==> src/rtl/alu_seq_if.sv <==
// rtl/alu_seq_if.sv - start/finish handshake and operand/result bundle for alu_seq
interface alu_seq_if #(parameter int WIDTH = 32);
  logic             start;
  logic [3:0]       opcode;
  logic [WIDTH-1:0] data0;
  logic [WIDTH-1:0] data1;
  logic [WIDTH-1:0] out_data;
  logic [WIDTH-1:0] out_hi;
  logic             ovf;
  logic [3:0]       condition;
  logic             busy;
  logic             finish;

  modport master (
    output start, opcode, data0, data1,
    input  out_data, out_hi, ovf, condition, busy, finish
  );

  modport slave (
    input  start, opcode, data0, data1,
    output out_data, out_hi, ovf, condition, busy, finish
  );
endinterface

==> src/rtl/alu_seq.sv <==
// rtl/alu_seq.sv - multi-cycle ALU: single-cycle arith/logic, iterative mul/div
module alu_seq #(parameter int WIDTH = 32) (
  input  logic      clk,
  input  logic      rst,
  alu_seq_if.slave  bus
);
  localparam int SHW = $clog2(WIDTH);

  localparam logic [1:0] S_IDLE = 2'd0, S_CALC = 2'd1, S_DONE = 2'd2;

  localparam logic [3:0] OP_OUT = 4'h0, OP_ADD = 4'h1, OP_SUB = 4'h2, OP_AND = 4'h3,
                         OP_OR  = 4'h4, OP_NOR = 4'h5, OP_XOR = 4'h6, OP_SLL = 4'h7,
                         OP_SRL = 4'h8, OP_SRA = 4'h9, OP_MUL = 4'hA, OP_DIV = 4'hB,
                         OP_MULU = 4'hC, OP_DIVU = 4'hD, OP_SLT = 4'hE, OP_SLTU = 4'hF;

  localparam logic [WIDTH-1:0] MIN_VAL = {1'b1, {(WIDTH-1){1'b0}}};

  logic [1:0]       state;
  logic [3:0]       op_q;
  logic [WIDTH-1:0] hi_q, lo_q, mag_q, a_q;
  logic [WIDTH-1:0] res_q, res_hi_q;
  logic [SHW-1:0]   cnt;
  logic             neg_res, neg_rem, div_zero, div_ovf, ovf_q;
  logic [3:0]       cond_q;

  logic [WIDTH-1:0] a, b, sum, diff, sc_res, ma, mb;
  logic [SHW-1:0]   sh;
  logic [3:0]       sc_cond;
  logic             sc_ovf, eq, lt_s, lt_u, multi, mul_start, signed_op, sa, sb;

  always_comb begin
    a       = bus.data0;
    b       = bus.data1;
    sh      = b[SHW-1:0];
    sum     = a + b;
    diff    = a - b;
    eq      = (a == b);
    lt_s    = ($signed(a) < $signed(b));
    lt_u    = (a < b);
    sc_res  = '0;
    sc_ovf  = 1'b0;
    sc_cond = 4'b0000;
    case (bus.opcode)
      OP_OUT:  sc_res = a;
      OP_ADD: begin
        sc_res = sum;
        sc_ovf = (a[WIDTH-1] == b[WIDTH-1]) && (sum[WIDTH-1] != a[WIDTH-1]);
      end
      OP_SUB: begin
        sc_res  = diff;
        sc_ovf  = (a[WIDTH-1] != b[WIDTH-1]) && (diff[WIDTH-1] != a[WIDTH-1]);
        sc_cond = {eq, ~eq, ~eq & ~lt_s, lt_s};
      end
      OP_AND:  sc_res = a & b;
      OP_OR:   sc_res = a | b;
      OP_NOR:  sc_res = ~(a | b);
      OP_XOR:  sc_res = a ^ b;
      OP_SLL:  sc_res = a << sh;
      OP_SRL:  sc_res = a >> sh;
      OP_SRA:  sc_res = $signed(a) >>> sh;
      OP_SLT: begin
        sc_res  = {{(WIDTH-1){1'b0}}, lt_s};
        sc_cond = {eq, ~eq, ~eq & ~lt_s, lt_s};
      end
      OP_SLTU: begin
        sc_res  = {{(WIDTH-1){1'b0}}, lt_u};
        sc_cond = {eq, ~eq, ~eq & ~lt_u, lt_u};
      end
      default: sc_res = '0;
    endcase
    mul_start = (bus.opcode == OP_MUL) || (bus.opcode == OP_MULU);
    multi     = mul_start || (bus.opcode == OP_DIV) || (bus.opcode == OP_DIVU);
    signed_op = (bus.opcode == OP_MUL) || (bus.opcode == OP_DIV);
    sa        = signed_op & a[WIDTH-1];
    sb        = signed_op & b[WIDTH-1];
    ma        = sa ? -a : a;
    mb        = sb ? -b : b;
  end

  // hi_q/lo_q hold {accumulator, multiplier} for MUL and {remainder, dividend/quotient} for DIV
  logic [WIDTH:0]     mul_sum, div_sh;
  logic [WIDTH-1:0]   div_sub, step_hi, step_lo, q_fix, r_fix, fin_data, fin_hi;
  logic [2*WIDTH-1:0] prod;
  logic               div_ge, is_mul, fin_ovf;

  always_comb begin
    is_mul  = (op_q == OP_MUL) || (op_q == OP_MULU);
    mul_sum = {1'b0, hi_q} + {1'b0, {WIDTH{lo_q[0]}} & mag_q};
    div_sh  = {hi_q, lo_q[WIDTH-1]};
    div_ge  = (div_sh >= {1'b0, mag_q});
    div_sub = div_sh[WIDTH-1:0] - mag_q;
    if (is_mul) begin
      step_hi = mul_sum[WIDTH:1];
      step_lo = {mul_sum[0], lo_q[WIDTH-1:1]};
    end else begin
      step_hi = div_ge ? div_sub : div_sh[WIDTH-1:0];
      step_lo = {lo_q[WIDTH-2:0], div_ge};
    end
    prod  = neg_res ? -{step_hi, step_lo} : {step_hi, step_lo};
    q_fix = neg_res ? -step_lo : step_lo;
    r_fix = neg_rem ? -step_hi : step_hi;
    if (is_mul) begin
      fin_data = prod[WIDTH-1:0];
      fin_hi   = prod[2*WIDTH-1:WIDTH];
      fin_ovf  = (op_q == OP_MUL) ? (prod[2*WIDTH-1:WIDTH] != {WIDTH{prod[WIDTH-1]}})
                                  : (|prod[2*WIDTH-1:WIDTH]);
    end else if (div_zero) begin
      fin_data = '1;
      fin_hi   = a_q;
      fin_ovf  = 1'b1;
    end else if (div_ovf) begin
      fin_data = MIN_VAL;
      fin_hi   = '0;
      fin_ovf  = 1'b1;
    end else begin
      fin_data = q_fix;
      fin_hi   = r_fix;
      fin_ovf  = 1'b0;
    end
  end

  always_ff @(posedge clk) begin
    if (rst) begin
      state    <= S_IDLE;
      op_q     <= OP_OUT;
      hi_q     <= '0;
      lo_q     <= '0;
      mag_q    <= '0;
      a_q      <= '0;
      cnt      <= '0;
      neg_res  <= 1'b0;
      neg_rem  <= 1'b0;
      div_zero <= 1'b0;
      div_ovf  <= 1'b0;
      res_q    <= '0;
      res_hi_q <= '0;
      ovf_q    <= 1'b0;
      cond_q   <= 4'b0000;
    end else begin
      case (state)
        S_IDLE: if (bus.start) begin
          op_q <= bus.opcode;
          a_q  <= a;
          cnt  <= '0;
          if (multi) begin
            state    <= S_CALC;
            hi_q     <= '0;
            mag_q    <= mul_start ? ma : mb;
            lo_q     <= mul_start ? mb : ma;
            neg_res  <= sa ^ sb;
            neg_rem  <= sa;
            div_zero <= (b == '0);
            div_ovf  <= signed_op && (a == MIN_VAL) && (b == '1);
          end else begin
            state    <= S_DONE;
            res_q    <= sc_res;
            res_hi_q <= '0;
            ovf_q    <= sc_ovf;
            cond_q   <= sc_cond;
          end
        end
        S_CALC: begin
          hi_q <= step_hi;
          lo_q <= step_lo;
          cnt  <= cnt + 1'b1;
          if (cnt == SHW'(WIDTH-1)) begin
            state    <= S_DONE;
            res_q    <= fin_data;
            res_hi_q <= fin_hi;
            ovf_q    <= fin_ovf;
            cond_q   <= 4'b0000;
          end
        end
        S_DONE:  state <= S_IDLE;
        default: state <= S_IDLE;
      endcase
    end
  end

  assign bus.out_data  = res_q;
  assign bus.out_hi    = res_hi_q;
  assign bus.ovf       = ovf_q;
  assign bus.condition = cond_q;
  assign bus.busy      = (state != S_IDLE);
  assign bus.finish    = (state == S_DONE);
endmodule

==> src/flat_wrapper.sv <==
// flat-port wrapper written by rule: the top's interface ports become plain ports
module alu_seq_flat 
#(parameter int WIDTH = 32)
  (clk, rst, bus_start, bus_opcode, bus_data0, bus_data1, bus_out_data, bus_out_hi, bus_ovf, bus_condition, bus_busy, bus_finish);
  alu_seq_if #(.WIDTH(WIDTH)) bus_i ();
  input  logic clk;
  input  logic rst;
  input wire logic [$bits(bus_i.start)-1:0] bus_start;
  input wire logic [$bits(bus_i.opcode)-1:0] bus_opcode;
  input wire logic [$bits(bus_i.data0)-1:0] bus_data0;
  input wire logic [$bits(bus_i.data1)-1:0] bus_data1;
  output wire logic [$bits(bus_i.out_data)-1:0] bus_out_data;
  output wire logic [$bits(bus_i.out_hi)-1:0] bus_out_hi;
  output wire logic [$bits(bus_i.ovf)-1:0] bus_ovf;
  output wire logic [$bits(bus_i.condition)-1:0] bus_condition;
  output wire logic [$bits(bus_i.busy)-1:0] bus_busy;
  output wire logic [$bits(bus_i.finish)-1:0] bus_finish;
  assign bus_i.start = bus_start;
  assign bus_i.opcode = bus_opcode;
  assign bus_i.data0 = bus_data0;
  assign bus_i.data1 = bus_data1;
  assign bus_out_data = bus_i.out_data;
  assign bus_out_hi = bus_i.out_hi;
  assign bus_ovf = bus_i.ovf;
  assign bus_condition = bus_i.condition;
  assign bus_busy = bus_i.busy;
  assign bus_finish = bus_i.finish;
  alu_seq #(.WIDTH(WIDTH)) u_core (.clk(clk), .rst(rst), .bus(bus_i));
endmodule
==> config.mk <==
export PLATFORM = sky130hd
export DESIGN_NAME = alu_seq_flat
export DESIGN_NICKNAME = d
export VERILOG_FILES = /design/src/rtl/alu_seq_if.sv /design/src/rtl/alu_seq.sv /design/src/flat_wrapper.sv
export SDC_FILE = /design/constraint.sdc
export NUM_CORES = 2
export LEC_CHECK = 0
export CORE_UTILIZATION = 45
export DETAILED_ROUTE_END_ITERATION = 7
export PLACE_DENSITY_LB_ADDON = 0.12
export SYNTH_ARGS = -nofsm -noshare
export SYNTH_HDL_FRONTEND = slang
export SYNTH_SLANG_ARGS = --single-unit
==> constraint.sdc <==
create_clock -name clk -period 12.1 [get_ports clk]
set_clock_uncertainty 0.15 [all_clocks]
set_input_delay 1.21 -clock clk [delete_from_list [all_inputs] [get_ports clk]]
set_output_delay 1.21 -clock clk [all_outputs]
set_load 0.05 [all_outputs]
; Word level (Yosys, flattened, before mapping)
; Cells that the tools add are included.
[word_totals]
ram_bits = 0
latch_bits = 0
in_bits = 71
word_cells = 149
output_inout_bits = 71
memories = 0
register_bits = 212
rom_bits = 0
[op_classes]
multipliers = 0
addsub = 10
bitwise = 13
muxes = 51
shifts = 3
div_mod_pow = 0
order_cmp = 3
n_eq_ne = 32
n_reduce_logical = 22
[op_table]
columns = cell, count
row1 = two-way mux 32 bit, 25
row2 = one-hot mux 32 bit (12 select lines), 1
row3 = one-hot mux 32 bit (2 select lines), 4
row4 = negation 32 bit, 4
row5 = AND 32 bit, 2
row6 = "equality test 32 bit, second input constant", 2
row7 = < comparator 32 bit, 2
row8 = two-way mux 64 bit, 1
row9 = negation 64 bit, 1
row10 = subtractor 32 bit, 2
row11 = "equality test 4 bit, second input constant", 10
row12 = adder 32 x 32 -> 33 bit, 1
row13 = greater-or-equal comparator 33 x 32 -> 1 bit, 1
row14 = adder 32 bit, 1
row15 = equality test 32 bit, 1
row16 = zero test 32 bit, 1
row17 = inequality test 32 bit, 1
row18 = inverter 32 bit, 1
row19 = bitwise OR 32 bit, 1
row20 = OR reduction 32 bit, 1
row21 = left shift 32 x 5 -> 32 bit, 1
row22 = >> shifter 32 x 5 -> 32 bit, 1
row23 = >>> shifter 32 x 5 -> 32 bit, 1
row24 = bitwise XOR 32 bit, 1
row25 = 31 further kinds, 67

; Longest topological paths before layout
[depth]
ltp_word = 10
mapped_depth = 25
depth_no_buf = 24

; Worst setup path after synthesis
; OpenSTA, ideal clock, no wires.
[synth_path]
path_kind = input port to flip-flop
startpoint = input bus_data1[1]
endpoint = register u_core.res_q[31], in the netlist u_core.bus.out_data[31]
n_path_buf = 4
required_ns = 11.822
setup_time_ns = 0.128
slack_ns = 6.068
arrival_time_ns = 5.754
path_stages = 22
cell_sequence = clkbuf_1 > inv_1 > clkbuf_1 > buf_1 > buf_1 > ha_1 > a21o_1 > a21oi_1 > o21bai_1 > a21o_1 > a21o_1 > a211oi_1 > nor3_1 > o2111ai_1 > nand2_1 > a211oi_1 > o311ai_0 > a21oi_1 > o21a_1 > o2111ai_1 > a222oi_1 > nor2_1
[synth_between]
elab_chain_len = 5
elab_cells_between_ends = 9
classes_between = add/sub (2) / shift (3) / mux (4)
[synth_rtl]
columns = element, line
row1 = "start, declared", flat_wrapper.sv:11  ; input wire logic [$bits(bus_i.data1)-1:0] bus_data1;
row2 = subtractor 32 bit (tied with other cells), alu_seq.sv:36  ; diff = a - b;
row3 = one-hot mux 32 bit (12 select lines) *, alu_seq.sv:43  ; case (bus.opcode)
row4 = two-way mux 32 bit *, alu_seq.sv:145  ; if (multi) begin
row5 = two-way mux 32 bit *, alu_seq.sv:141  ; S_IDLE: if (bus.start) begin
row6 = one-hot mux 32 bit (2 select lines) *, alu_seq.sv:140  ; case (state)
row7 = "end signal, assigned", alu_seq.sv:156  ; res_q <= sc_res;
row8 = "end signal, assigned", alu_seq.sv:168  ; res_q <= fin_data;
row9 = "end, declared", alu_seq.sv:21  ; logic [WIDTH-1:0] res_q, res_hi_q;
; Mark *: on every way between the ends. The rest lies on a longest branch, timed or not. The select of a mux whose other input is x is not followed.
; A chain may end at the register's enable or synchronous reset.

; Worst setup path after layout
[layout_path]
startpoint = register u_core.op_q[1]
endpoint = register u_core.ovf_q, in the netlist u_core.bus.ovf
[layout_between]
elab_chain_len = 10
elab_cells_between_ends = 13
classes_between = add/sub (1) / eq/ne (3) / mux (7) / reduce/logical (2)
[layout_rtl]
columns = element, line
row1 = "start, declared", alu_seq.sv:19  ; logic [3:0] op_q;
row2 = "start signal, assigned", alu_seq.sv:142  ; op_q <= bus.opcode;
row3 = "equality test 4 bit, on equally long branches", "alu_seq.sv:87, alu_seq.sv:105"
row4 = logical OR 1 bit, alu_seq.sv:87  ; is_mul = (op_q == OP_MUL) || (op_q == OP_MULU);
row5 = two-way mux 32 bit, alu_seq.sv:92  ; if (is_mul) begin
row6 = negation 64 bit, alu_seq.sv:99  ; prod = neg_res ? -{step_hi, step_lo} : {step_hi, step_lo};
row7 = two-way mux 64 bit, alu_seq.sv:99
row8 = inequality test 32 bit / OR reduction 32 bit (equally long branches), "alu_seq.sv:105, alu_seq.sv:106"
row9 = two-way mux 1 bit, alu_seq.sv:105  ; fin_ovf = (op_q == OP_MUL) ? (prod[2*WIDTH-1:WIDTH] != {WIDTH{prod[WIDTH-1]}})
row10 = two-way mux 1 bit *, alu_seq.sv:102  ; if (is_mul) begin
row11 = two-way mux 1 bit *, alu_seq.sv:166  ; if (cnt == SHW'(WIDTH-1)) begin
row12 = one-hot mux 1 bit (2 select lines) *, alu_seq.sv:140
row13 = "end signal, assigned", alu_seq.sv:158  ; ovf_q <= sc_ovf;
row14 = "end signal, assigned", alu_seq.sv:170  ; ovf_q <= fin_ovf;
row15 = "end, declared", alu_seq.sv:23  ; logic neg_res, neg_rem, div_zero, div_ovf, ovf_q;
; Marked as above.

==> reports/results.ini <==
[drt]
vias_per_cell = 6.80
routed_wl_mm = 136
drtIter0Drc = 4012
drtAntennaViolNets = 0
drtPass1Iterations = 7
vias = 31500
wire_per_inst_microns = 29.4
drc = 0

[sta]
setup_slack_ns = 5.00
finalSetupTns_ns = 0
setup_violations = 0
holdWs_ns = 0.302
worst_pin_slew_ns = 1.48
fmax_mhz = 141
layout_min_cycle_time_ns = 7.10
relSlewSlack = 0.00364
finalHoldViolations = 0
period_share = 0.587
rsz0062_at_grt = no
slew_violations = 0

[critical_path]
cp_max_fo = 24
arrival_ns = 7.37
worstSetupPathType = register to register
crit_path_start_kind = register
worstPathRequired_ns = 12.37
crit_path_end_kind = register

[finish]
fin_util = 0.501
area.growth.synth_to_final_pct = 9.92
drive_gt1_frac = 0.0573
final_cell_mix = 514 x nand2_1, 385 x nor2_1, 383 x a21oi_1
final_common_cell = nand2_1
nNetsFinal = 4080

[synth]
avgSynthCellArea_sq_um = 6.86
yosys-top-cells-area = dfxtp_1 16%, ha_1 7.8%, nand2_1 7.2%, a21oi_1 7.1%, xnor2_1 5.9%
synth_top_area_frac = 0.158
yosysUniqueCellTypes = 105
synth.yosys.warnings = 0
syn-cell-area_sq_mm = 0.0268
synth_cells = 3911
synth_edf_count = 0
ys_seq_area_frac = 0.158
yosysTopAreaCell = dfxtp_1
async_flop_share = 0
synth_seq_cells = 212
syn_nets = 4154
synth_flop_cell = dfxtp_1

[clock_tree]
cts_buffers = 24
cts_tree = done
cts_hold_buffers = 0
cts_sinks = 212
path_clk_slew_ns = 0.06
cts_setup_buffers = 0
root_buffer = clkbuf_16
insertion_delay_ns = 0.56
post_cts_resized = 0
h-tree-depth = 1
cts_buffer_depth = 3

[global_routing]
grt_max_degree = 132
grt_use_met3 = 0.0814
met2_usage = 0.659
grt_busiest_layer = met2
grt-ovfl-total = 0
grt_pass1_vias = 28700
grt_usage = 0.435
globalRouteMet1Util = 0.533
grt_pass1_wl_mm = 196
antenna_found_initial = 5

[floorplan]
core_sq_mm = 0.0589
io_pins = 142
dieArea_sq_mm = 0.0606
die_h_microns = 246
rows = 89
die_w_microns = 246
start_util = 0.455

[power]
leakagePower_nw = 11.3
cellPowerDensity_mw_per_mm2 = 279
vdd_drop_max_mv = 0.261
totalPowerFinal_mw = 8.22

[placement]
post-place-ws_ns = 5.30
gp_congestion = 1.07
dp_hpwl_mm = 104
io_buffers = 141

[hold_path]
hold_class = register to register

[run]
drv_cap = 1

[status]
violations = max-capacitance violations
status = finished with violations

stage by stage:
step                area [sq um]  cells
CTS                        29500   4628
global placement           28600   4584
global route               29500   4628
finish                     29500   4631
detailed placement         28600   4584
floorplan                  26800   3911
critical path, cell delays in order (launching register included):
cell,delay (ns)
dfxtp_1,0.37
xnor2_1,0.75
nor2_4,0.32
nor2_1,0.40
nand4_1,0.15
a211o_1,0.42
and2_4,0.26
o21ai_0,0.19
ha_1,0.26
nand3_1,0.18
nor3_1,0.40
nand3_1,0.34
nor2_1,0.33
nand2_1,0.12
o41ai_1,0.35
xor2_1,0.35
nand4_1,0.14
nor4_1,0.27
and4_1,0.25
nand4_1,0.11
or4_1,0.56
o21ai_0,0.19
o31ai_1,0.10
flip-flops by register name (all words and copies together), names as in the netlist:
signal / cells
u_core.a_q: 32
u_core.bus.out_data: 32
u_core.bus.out_hi: 32
u_core.hi_q: 32
u_core.lo_q: 32
u_core.mag_q: 32
u_core.cnt: 5
u_core.bus.condition: 4
u_core.op_q: 4
u_core.state: 2
u_core.bus.ovf: 1
u_core.div_ovf: 1
u_core.div_zero: 1
u_core.neg_rem: 1
u_core.neg_res: 1
synth_stat cells, drive strengths merged (42+ instances only):
cell type  count
a21o          54
a21oi        384
a221oi        59
a222oi        43
a22oi         66
a31oi         42
and2          58
buf           71
clkbuf       253
dfxtp        212
ha           168
inv          157
mux2i         94
nand2        515
nand3         72
nand4         46
nor2         393
nor3          61
o211ai       106
o21ai        263
xnor2        182
xor2          68
layout make-up:
type / instances / area, sq um
Antenna cell: 3 / 7.51
Clock buffer: 31 / 668
Clock inverter: 13 / 185
Fill cell: 6108 / 29400
Inverter: 159 / 597
Multi-Input combinational cell: 3216 / 20800
Sequential cell: 212 / 4250
Tap cell: 773 / 967
Timing Repair Buffer: 224 / 2010
routing by layer:
metal	routed length, microns	vias up
met4	13100	6
met5	45	-
met3	13600	475
li1	-	14200
met1	51500	14800
met2	57900	2027
kinds of logic after synthesis:
| logic type | after synthesis | synth area share |
|---|---|---|
| and+or+nand+nor | 1344 | 0.229 |
| AOI/OAI and AO/OA | 1345 | 0.338 |
| DFF | 212 | 0.158 |
| buffers and inverters | 483 | 0.0694 |
| muxes | 105 | 0.0422 |
| adders and majority gates | 172 | 0.0813 |
| xor gates and xnor gates | 250 | 0.0816 |
report_power, final:
part	switching, mW	internal (mW)	total (mW)
combinational	4.39	2.19	6.58
sequential	0.0746	0.750	0.825
clock	0.336	0.479	0.815
total	4.80	3.41	8.22
worst paths after layout:
check / slack, ns / to / from / cells past startpoint
setup / recovery: 5.00 / u_core.bus.ovf / u_core.op_q[1] / 22
hold / removal: 0.30 / u_core.bus.out_hi[7] / u_core.bus.out_hi[7] / 2
setup reg to reg: 5.00 / u_core.bus.ovf / u_core.op_q[1] / 22
hold reg to reg: 0.30 / u_core.bus.out_hi[7] / u_core.bus.out_hi[7] / 2
Power figures use the tool's default switching activity.
